--- src/rtl/seg_scan_mux_if.sv ---
`default_nettype none
// ============================================================================
// Module   : seg_scan_mux_if
// Purpose  : Display-register bus and LED pin group for seg_scan_mux.
//            Optional lzb input present when LEADING_ZERO_BLANK_EN is defined.
// Revision : 1.0 - initial release
// ============================================================================
interface seg_scan_mux_if #(
    parameter int NDIGITS = 4
);
    logic                   oe;
    logic                   load;
    logic [4*NDIGITS-1:0]   data;
    logic [NDIGITS-1:0]     dots;
`ifdef LEADING_ZERO_BLANK_EN
    logic                   lzb;
`endif
    logic [7:0]             leds;
    logic [NDIGITS-1:0]     digit_sel;
    logic                   frame_tick;

    modport master (
`ifdef LEADING_ZERO_BLANK_EN
        output lzb,
`endif
        output oe, load, data, dots,
        input  leds, digit_sel, frame_tick
    );

    modport slave (
`ifdef LEADING_ZERO_BLANK_EN
        input  lzb,
`endif
        input  oe, load, data, dots,
        output leds, digit_sel, frame_tick
    );
endinterface
`default_nettype wire

--- src/rtl/seg_scan_mux.sv ---
`default_nettype none
// ============================================================================
// Module   : seg_scan_mux
// Purpose  : Scanned, registered 7-segment driver for NDIGITS digits with a
//            frame-synchronous shadow register. Optional: LEADING_ZERO_BLANK_EN.
// Revision : 1.0 - initial release
// ============================================================================
module seg_scan_mux #(
    parameter int NDIGITS        = 4,
    parameter int SLOT_CYCLES    = 1024,
    parameter int GUARD_CYCLES   = 2,
    parameter bit SEG_ACTIVE_LOW = 1'b0,
    parameter bit DIG_ACTIVE_LOW = 1'b0
) (
    input  wire logic     clk,
    input  wire logic     rst,
    seg_scan_mux_if.slave bus
);
    localparam int c_CNT_W = $clog2(SLOT_CYCLES);
    localparam int c_IDX_W = $clog2(NDIGITS);
    localparam logic [c_CNT_W-1:0] c_SLOT_LAST = c_CNT_W'(SLOT_CYCLES - 1);
    localparam logic [c_CNT_W-1:0] c_GUARD     = c_CNT_W'(GUARD_CYCLES);
    localparam logic [c_IDX_W-1:0] c_IDX_LAST  = c_IDX_W'(NDIGITS - 1);
    localparam logic [NDIGITS-1:0] c_SEL_ONE   = {{(NDIGITS-1){1'b0}}, 1'b1};

    function automatic logic [6:0] seg_decode(input logic [3:0] nib);
        logic [6:0] seg;
        case (nib)
            4'h0: seg = 7'h3F;
            4'h1: seg = 7'h06;
            4'h2: seg = 7'h5B;
            4'h3: seg = 7'h4F;
            4'h4: seg = 7'h66;
            4'h5: seg = 7'h6D;
            4'h6: seg = 7'h7D;
            4'h7: seg = 7'h07;
            4'h8: seg = 7'h7F;
            4'h9: seg = 7'h6F;
            4'hA: seg = 7'h77;
            4'hB: seg = 7'h7C;
            4'hC: seg = 7'h39;
            4'hD: seg = 7'h5E;
            4'hE: seg = 7'h79;
            default: seg = 7'h71;
        endcase
        return seg;
    endfunction

    logic [c_CNT_W-1:0]   r_slot_cnt;
    logic [c_IDX_W-1:0]   r_dig_idx;
    logic [4*NDIGITS-1:0] r_shadow_data;
    logic [NDIGITS-1:0]   r_shadow_dots;
    logic [4*NDIGITS-1:0] r_disp_data;
    logic [NDIGITS-1:0]   r_disp_dots;
    logic [7:0]           r_leds;
    logic [NDIGITS-1:0]   r_digit_sel;
    logic                 r_frame_tick;

    logic                 w_slot_last;
    logic                 w_frame_last;
    logic                 w_guard;
    logic [3:0]           w_nibble;
    logic                 w_dot;
    logic                 w_blank;
    logic [7:0]           w_leds_nxt;

    assign w_slot_last  = (r_slot_cnt == c_SLOT_LAST);
    assign w_frame_last = w_slot_last && (r_dig_idx == c_IDX_LAST);
    assign w_guard      = (r_slot_cnt < c_GUARD);

    always_ff @(posedge clk) begin
        if (rst) begin
            r_slot_cnt <= '0;
            r_dig_idx  <= '0;
        end else if (w_slot_last) begin
            r_slot_cnt <= '0;
            r_dig_idx  <= (r_dig_idx == c_IDX_LAST) ? '0 : r_dig_idx + 1'b1;
        end else begin
            r_slot_cnt <= r_slot_cnt + 1'b1;
        end
    end

    // Display only changes at the frame boundary, so a frame is never torn;
    // a load on the boundary edge is seen one frame later.
    always_ff @(posedge clk) begin
        if (rst) begin
            r_shadow_data <= '0;
            r_shadow_dots <= '0;
            r_disp_data   <= '0;
            r_disp_dots   <= '0;
        end else begin
            if (bus.load) begin
                r_shadow_data <= bus.data;
                r_shadow_dots <= bus.dots;
            end
            if (w_frame_last) begin
                r_disp_data <= r_shadow_data;
                r_disp_dots <= r_shadow_dots;
            end
        end
    end

    always_comb begin
        w_nibble = 4'h0;
        w_dot    = 1'b0;
        for (int i = 0; i < NDIGITS; i++) begin
            if (r_dig_idx == c_IDX_W'(i)) begin
                w_nibble = r_disp_data[4*i +: 4];
                w_dot    = r_disp_dots[i];
            end
        end
    end

`ifdef LEADING_ZERO_BLANK_EN
    logic w_zero_run;

    // Walk from the top digit down: a digit is blankable while it and every
    // digit above it are zero. Digit 0 always displays.
    always_comb begin
        w_blank    = 1'b0;
        w_zero_run = 1'b1;
        for (int i = NDIGITS - 1; i >= 0; i--) begin
            w_zero_run = w_zero_run && (r_disp_data[4*i +: 4] == 4'h0);
            if ((i != 0) && (r_dig_idx == c_IDX_W'(i)) && w_zero_run) begin
                w_blank = bus.lzb;
            end
        end
    end
`else
    assign w_blank = 1'b0;
`endif

    assign w_leds_nxt = {w_dot, (w_blank ? 7'h00 : seg_decode(w_nibble))};

    always_ff @(posedge clk) begin
        if (rst) begin
            r_leds       <= '0;
            r_digit_sel  <= '0;
            r_frame_tick <= 1'b0;
        end else begin
            r_frame_tick <= w_frame_last;
            if (!bus.oe || w_guard) begin
                r_leds      <= '0;
                r_digit_sel <= '0;
            end else begin
                r_leds      <= w_leds_nxt;
                r_digit_sel <= c_SEL_ONE << r_dig_idx;
            end
        end
    end

    assign bus.leds       = SEG_ACTIVE_LOW ? ~r_leds : r_leds;
    assign bus.digit_sel  = DIG_ACTIVE_LOW ? ~r_digit_sel : r_digit_sel;
    assign bus.frame_tick = r_frame_tick;

endmodule
`default_nettype wire

--- src/flat_wrapper.sv ---
// flat-port wrapper written by rule: the top's interface ports become plain ports
module seg_scan_mux_flat 
#(
    parameter int NDIGITS        = 4,
    parameter int SLOT_CYCLES    = 1024,
    parameter int GUARD_CYCLES   = 2,
    parameter bit SEG_ACTIVE_LOW = 1'b0,
    parameter bit DIG_ACTIVE_LOW = 1'b0
)
  (clk, rst, bus_oe, bus_load, bus_data, bus_dots, bus_leds, bus_digit_sel, bus_frame_tick);
  seg_scan_mux_if #(.NDIGITS(NDIGITS)) bus_i ();
  input  wire logic clk;
  input  wire logic rst;
  input wire logic [$bits(bus_i.oe)-1:0] bus_oe;
  input wire logic [$bits(bus_i.load)-1:0] bus_load;
  input wire logic [$bits(bus_i.data)-1:0] bus_data;
  input wire logic [$bits(bus_i.dots)-1:0] bus_dots;
  output wire logic [$bits(bus_i.leds)-1:0] bus_leds;
  output wire logic [$bits(bus_i.digit_sel)-1:0] bus_digit_sel;
  output wire logic [$bits(bus_i.frame_tick)-1:0] bus_frame_tick;
  assign bus_i.oe = bus_oe;
  assign bus_i.load = bus_load;
  assign bus_i.data = bus_data;
  assign bus_i.dots = bus_dots;
  assign bus_leds = bus_i.leds;
  assign bus_digit_sel = bus_i.digit_sel;
  assign bus_frame_tick = bus_i.frame_tick;
  seg_scan_mux #(.NDIGITS(NDIGITS), .SLOT_CYCLES(SLOT_CYCLES), .GUARD_CYCLES(GUARD_CYCLES), .SEG_ACTIVE_LOW(SEG_ACTIVE_LOW), .DIG_ACTIVE_LOW(DIG_ACTIVE_LOW)) u_core (.clk(clk), .rst(rst), .bus(bus_i));
endmodule
--- config.mk ---
export PLATFORM = sky130hd
export DESIGN_NAME = seg_scan_mux_flat
export DESIGN_NICKNAME = d
export VERILOG_FILES = /design/src/rtl/seg_scan_mux_if.sv /design/src/rtl/seg_scan_mux.sv /design/src/flat_wrapper.sv
export SDC_FILE = /design/constraint.sdc
export NUM_CORES = 1
export LEC_CHECK = 0
export ABC_CLOCK_PERIOD_IN_PS = 5610
export BUFFER_PORTS_ARGS = -buffer_cell sky130_fd_sc_hd__buf_2
export CORE_MARGIN = 8
export CORE_UTILIZATION = 50
export DETAILED_ROUTE_END_ITERATION = 10
export PLACE_DENSITY_LB_ADDON = 0.12
export REMOVE_ABC_BUFFERS = 1
export SKIP_CTS_REPAIR_TIMING = 1
export SLEW_MARGIN = 20
export SYNTH_ARGS = -nofsm -noshare
export SYNTH_HDL_FRONTEND = slang
export SYNTH_SLANG_ARGS = --single-unit
--- constraint.sdc ---
create_clock -name clk -period 5.61 [get_ports clk]
set_input_delay 0.8415 -clock clk [delete_from_list [all_inputs] [get_ports clk]]
set_output_delay 0.8415 -clock clk [all_outputs]
set_load 0.005 [all_outputs]
* Yosys cells after proc, flatten, opt, wreduce, memory -nomap -nowiden
Memories as Yosys holds them, arrays and structs flattened. A register that Yosys moved wholly into a read port is not among the register bits.
Index checks and enable logic that the tools add are counted.
** Storage, ports and cells
- Memories kept :: 1
- Register bits after elaboration :: 65
- ROM bits :: 112
- Output and inout port bits :: 13
** Memories
- (no name shown) :: depth 16, bits a word 7, read ports 1, clocked after Yosys merged registers in 1, wr ports 0, RTL line seg_scan_mux.sv:28 : case (nib)
** Cells by class
- Add/sub/neg operators :: 2
- Shift-type cells :: 1
- Reduce and logical (&&, ||, !) cells :: 6
- Order comparisons :: 1
- Equality and inequality tests :: 4
- Muxes and demuxes :: 9
** Operators with widths (number)
- $mux 4 :: 4
- $add 10x1->10 const B :: 1
- $eq 10x10->1 const B :: 1
- $lt 10x2->1 const B :: 1
- $eq 2x2->1 const B :: 2
- $mux 1 :: 4
- $reduce_or 2->1 :: 2
- $shl 1x2->4 const A :: 1
- $add 2x1->2 const B :: 1
- $eq 2x1->1 const B :: 1
- $logic_not 2->1 :: 1
- $mux 2 :: 1
- $logic_and 1x1->1 :: 1
- $logic_not 1->1 :: 1
- $logic_or 1x1->1 :: 1

* Longest topological paths before layout
- Depth in word-level cells :: 5
- Mapped depth :: 11
- Gate-level depth less buffers :: 10

* Worst setup path before layout
OpenSTA, ideal clock, no wires.
- Path type :: register to register
- From :: register u_core.r_dig_idx[1]
- To :: register u_core.r_leds[0] (netlist: u_core.bus.leds[0])
- Buffers on the path :: 1
- Clock period less this slack :: 2050 ps
- Library setup time :: 66 ps
- Arrival :: 1984 ps
- Cell stages (with the launch flop) :: 11
- Slack :: 3560 ps
- Required time :: 5544 ps
- Path through :: dfxtp_1 inv_1 ha_1 buf_6 nor2b_2 a221oi_2 a221oi_2 inv_1 ha_1 nand3b_1 a21oi_2
** On the way
- Longest elaborated chain between the ends :: 5
** Ends and longest elaborated chain
- start: declaration :: RTL line seg_scan_mux.sv:50 : logic [c_IDX_W-1:0] r_dig_idx;
- start signal: assignment :: RTL line seg_scan_mux.sv:77 : r_dig_idx <= (r_dig_idx == c_IDX_LAST) ? '0 : r_dig_idx + 1'b1;
- $logic_not 2->1 :: RTL line seg_scan_mux.sv:107 : if (r_dig_idx == c_IDX_W'(i)) begin
- $mux 4 (3 in a row) :: RTL line seg_scan_mux.sv:107
- $mux 4 (*) :: RTL line seg_scan_mux.sv:107
- end: declaration :: RTL line seg_scan_mux.sv:55 : logic [7:0] r_leds;
Every way passes the cells marked *; elsewhere a longest branch is shown, timed or not.
A chain may end at the register's enable or synchronous reset.

* Worst setup path after layout
- From :: register u_core.r_dig_idx[0]
- To :: register u_core.r_leds[0] (netlist: u_core.bus.leds[0])
Same word-level chain as after synthesis.

==> impl_results.md <==
* CTS Buf Count at 9
* Max-Cap Viols at 0
* R2R depth at 8
* Fin crit share at 45.7%
* Initial antenna violation count at 0
* Sink Count at 65
* Post-synth EDFFs at 0
* Routed wire length at 5.13 mm
* H-tree levels at 3
* Chip height at 90.0 µm
* Comb pwr share at 4.6%
* Overall power at 0.909 mW
* Yosys top cell area share at 47.5%
* Setup Crit Path Kind: reg -> reg
* Worst VDD drop at 205 µV
* Critical R2R Capture: u_core.bus.leds[0]
* Vias in the first global route at 1883
* Vias per cell at 5.14
* GR Overflow Total at 0
* TritonRoute pass-1 iters at 4
* Minimum hold slack at 0.471 ns
* Relative slew slack at 57.7%
* Switch Pwr at 0.199 mW
* Ratio of cells with drive above 1 in the final layout at 24.5%
* Min Clock Period, post-route at 2.57 ns
* FP Rows at 27
* Post-route cell area at 3130 µm²
* Clock share of power at 42.4%
* Layout net count at 329
* Synth unique cells at 45
* Yosys reg bits at 65
* Global-route wire length before repair at 8.78 mm
* DRT antenna net count at 0
* Worst-path maximum fanout at 15
* Total GRT Usage at 13.2%
* Initial DRC Count at 88
* Largest net degree at the start of global routing at 31
* Mapped Cells at 258
* CP Data Required Time at 5.86 ns
* Critical path arrival at 2.82 ns
* Root Buffer Master: clkbuf_8
* Final setup viols at 0
* Leakage power at 1.36 nW
* Placed wire-length estimate at 3.58 mm
* Top FF cell, synth: dfxtp_1
* Placed cell areas at 2930 µm²
* Sw Ratio at 21.9%
* RD Place Congestion at 0.825
* Register area share after synthesis at 47.5%
* Worst reg2reg startpoint: u_core.r_dig_idx[0]
* Ys async rst share at 0%
* RSZ-0062 raised after global routing: false
* Final Util at 57.9%
* Clock Skews at 0.00648 ns
* Core Area at 5410 µm²
* I/O Pins at 37
* Crit. Startpoint: u_core.r_dig_idx[0]
* Vias at 1903
* Starting Density at 50.7%
* Clock Latency Late Sink at 0.33 ns
* Count of final max-slew check failures at 0
* Ranking of synthesized cells by area: dfxtp_1, mux2i_1, a22o_1
* CP endpoint kind: flop
* Status: finished, final reports clean
* Worst Setup EP: u_core.bus.leds[0]
* Flop-to-flop setup slack at 3.04 ns
* Mapped Area at 2740 µm²
* Yosys warns at 0
* CTS tree: built
* Syn avg cell area at 10.6 µm²
* Final Hold Vio Count at 0
* Ant diodes at 0
* DIE AREA at 8110 µm²
* Routed wire length per instance at 13.9 µm
* Worst Tran Pin Value at 0.634 ns
* Peak Freq at 390 MHz
* CTS max path bufs at 2
* DRC violations left at 0
* Die X at 90.0 µm
* CP startpoint kind: flop
* Clock-pin slew on the worst setup and hold paths at 0.07 ns
* Setup_tns at 0 ns
* IO Port Bufs at 36
* P_int at 0.710 mW
* HP Class: reg -> reg
* Most frequent cells in the layout: dfxtp_1, nor2_1, buf_2
* Sequential cell fraction of total power at 53.0%
* Pwr/cell area at 291 nW/µm²
* P&R area growth vs syn at 14.2%
* Commonest non-fill, non-tap cell in the layout: dfxtp_1
* Leading area contributor after synthesis: dfxtp_1
-- how the worst min path moves through the flow --
stage               cells past startpoint                     to                     from  slack, ns
floorplan                               1   u_core.r_slot_cnt[0]     u_core.r_slot_cnt[0]       0.43
global placement                        1   u_core.r_slot_cnt[0]     u_core.r_slot_cnt[0]       0.44
detailed placement                      1   u_core.r_slot_cnt[0]     u_core.r_slot_cnt[0]       0.45
CTS                                     1   u_core.r_slot_cnt[0]     u_core.r_slot_cnt[0]       0.47
global route                            1  u_core.r_disp_data[0]  u_core.r_shadow_data[0]       0.50
finish                                  1  u_core.r_disp_dots[0]  u_core.r_shadow_dots[0]       0.47
-- metal layers --
metal	GRT usage [%]	share of wire [%]	wire [µm]
met1	15.9	49	2540
met2	19.5	44	2260
met4	6.10	0.45	23
met3	5.99	6.1	313
met5	0	0	0
-- cell usage after synthesis, types with 4 or more instances --
library cell and n:
a21oi_1 4, a221oi_2 6, a22o_1 20, buf_2 5, dfxtp_1 65, ha_1 12, inv_1 8, mux2i_1 23
nand2_1 9, nor2_1 38, nor3_1 7, xnor2_1 5, xor2_1 4
-- metrics by stage --
step	cells	worst slack, ns
2_1_floorplan	244	3.41
3_3_place_gp	354	3.19
3_5_place_dp	354	3.04
4_1_cts	370	3.02
5_1_grt	370	2.80
6_report	370	3.04
-- power groups by stage --
stage	logic, mW	clock network [mW]	registers [mW]
floorplan	0.0209	0	0.491
global placement	0.0419	0	0.492
detailed placement	0.0423	0	0.492
CTS	0.0426	0.398	0.482
global route	0.0476	0.423	0.483
finish	0.0419	0.385	0.482
-- cells by family (layout without fill, tap and decap cells) --
kind of cell,count (synthesis),count (layout),share of synthesized area [%]
mux,23,23,8.40
fa+ha+maj,12,12,5.48
compound gates,44,44,15.4
flops,65,65,47.5
buf+inv,23,63,4.61
xor+xnor,9,9,2.88
simple gates,82,82,15.8
-- worst max-delay path: stages, from the launching register on --
cell and delay, ns:
dfxtp_1 0.44, ha_1 0.61, or2_1 0.24, a221oi_2 0.05, a221oi_2 0.36, inv_1 0.19
ha_1 0.28, nand3b_1 0.19, a21oi_2 0.13
-- cell type report --
class / count / area [µm²]
inverter: 9 / 33.8
fill: 479 / 2280
sequential: 65 / 1300
timing repair buffer: 38 / 195
tap: 72 / 90.1
clock buffer: 11 / 141
multi-input combinational: 170 / 1310
clock inverter: 5 / 55.1
-- sequential cells by signal, indices dropped and copies added (netlist names) --
| signal | count |
|---|---|
| u_core.bus.digit_sel | 4 |
| u_core.bus.frame_tick | 1 |
| u_core.bus.leds | 8 |
| u_core.r_dig_idx | 2 |
| u_core.r_disp_data | 16 |
| u_core.r_disp_dots | 4 |
| u_core.r_shadow_data | 16 |
| u_core.r_shadow_dots | 4 |
| u_core.r_slot_cnt | 10 |
Power figures use the tool's default switching activity.
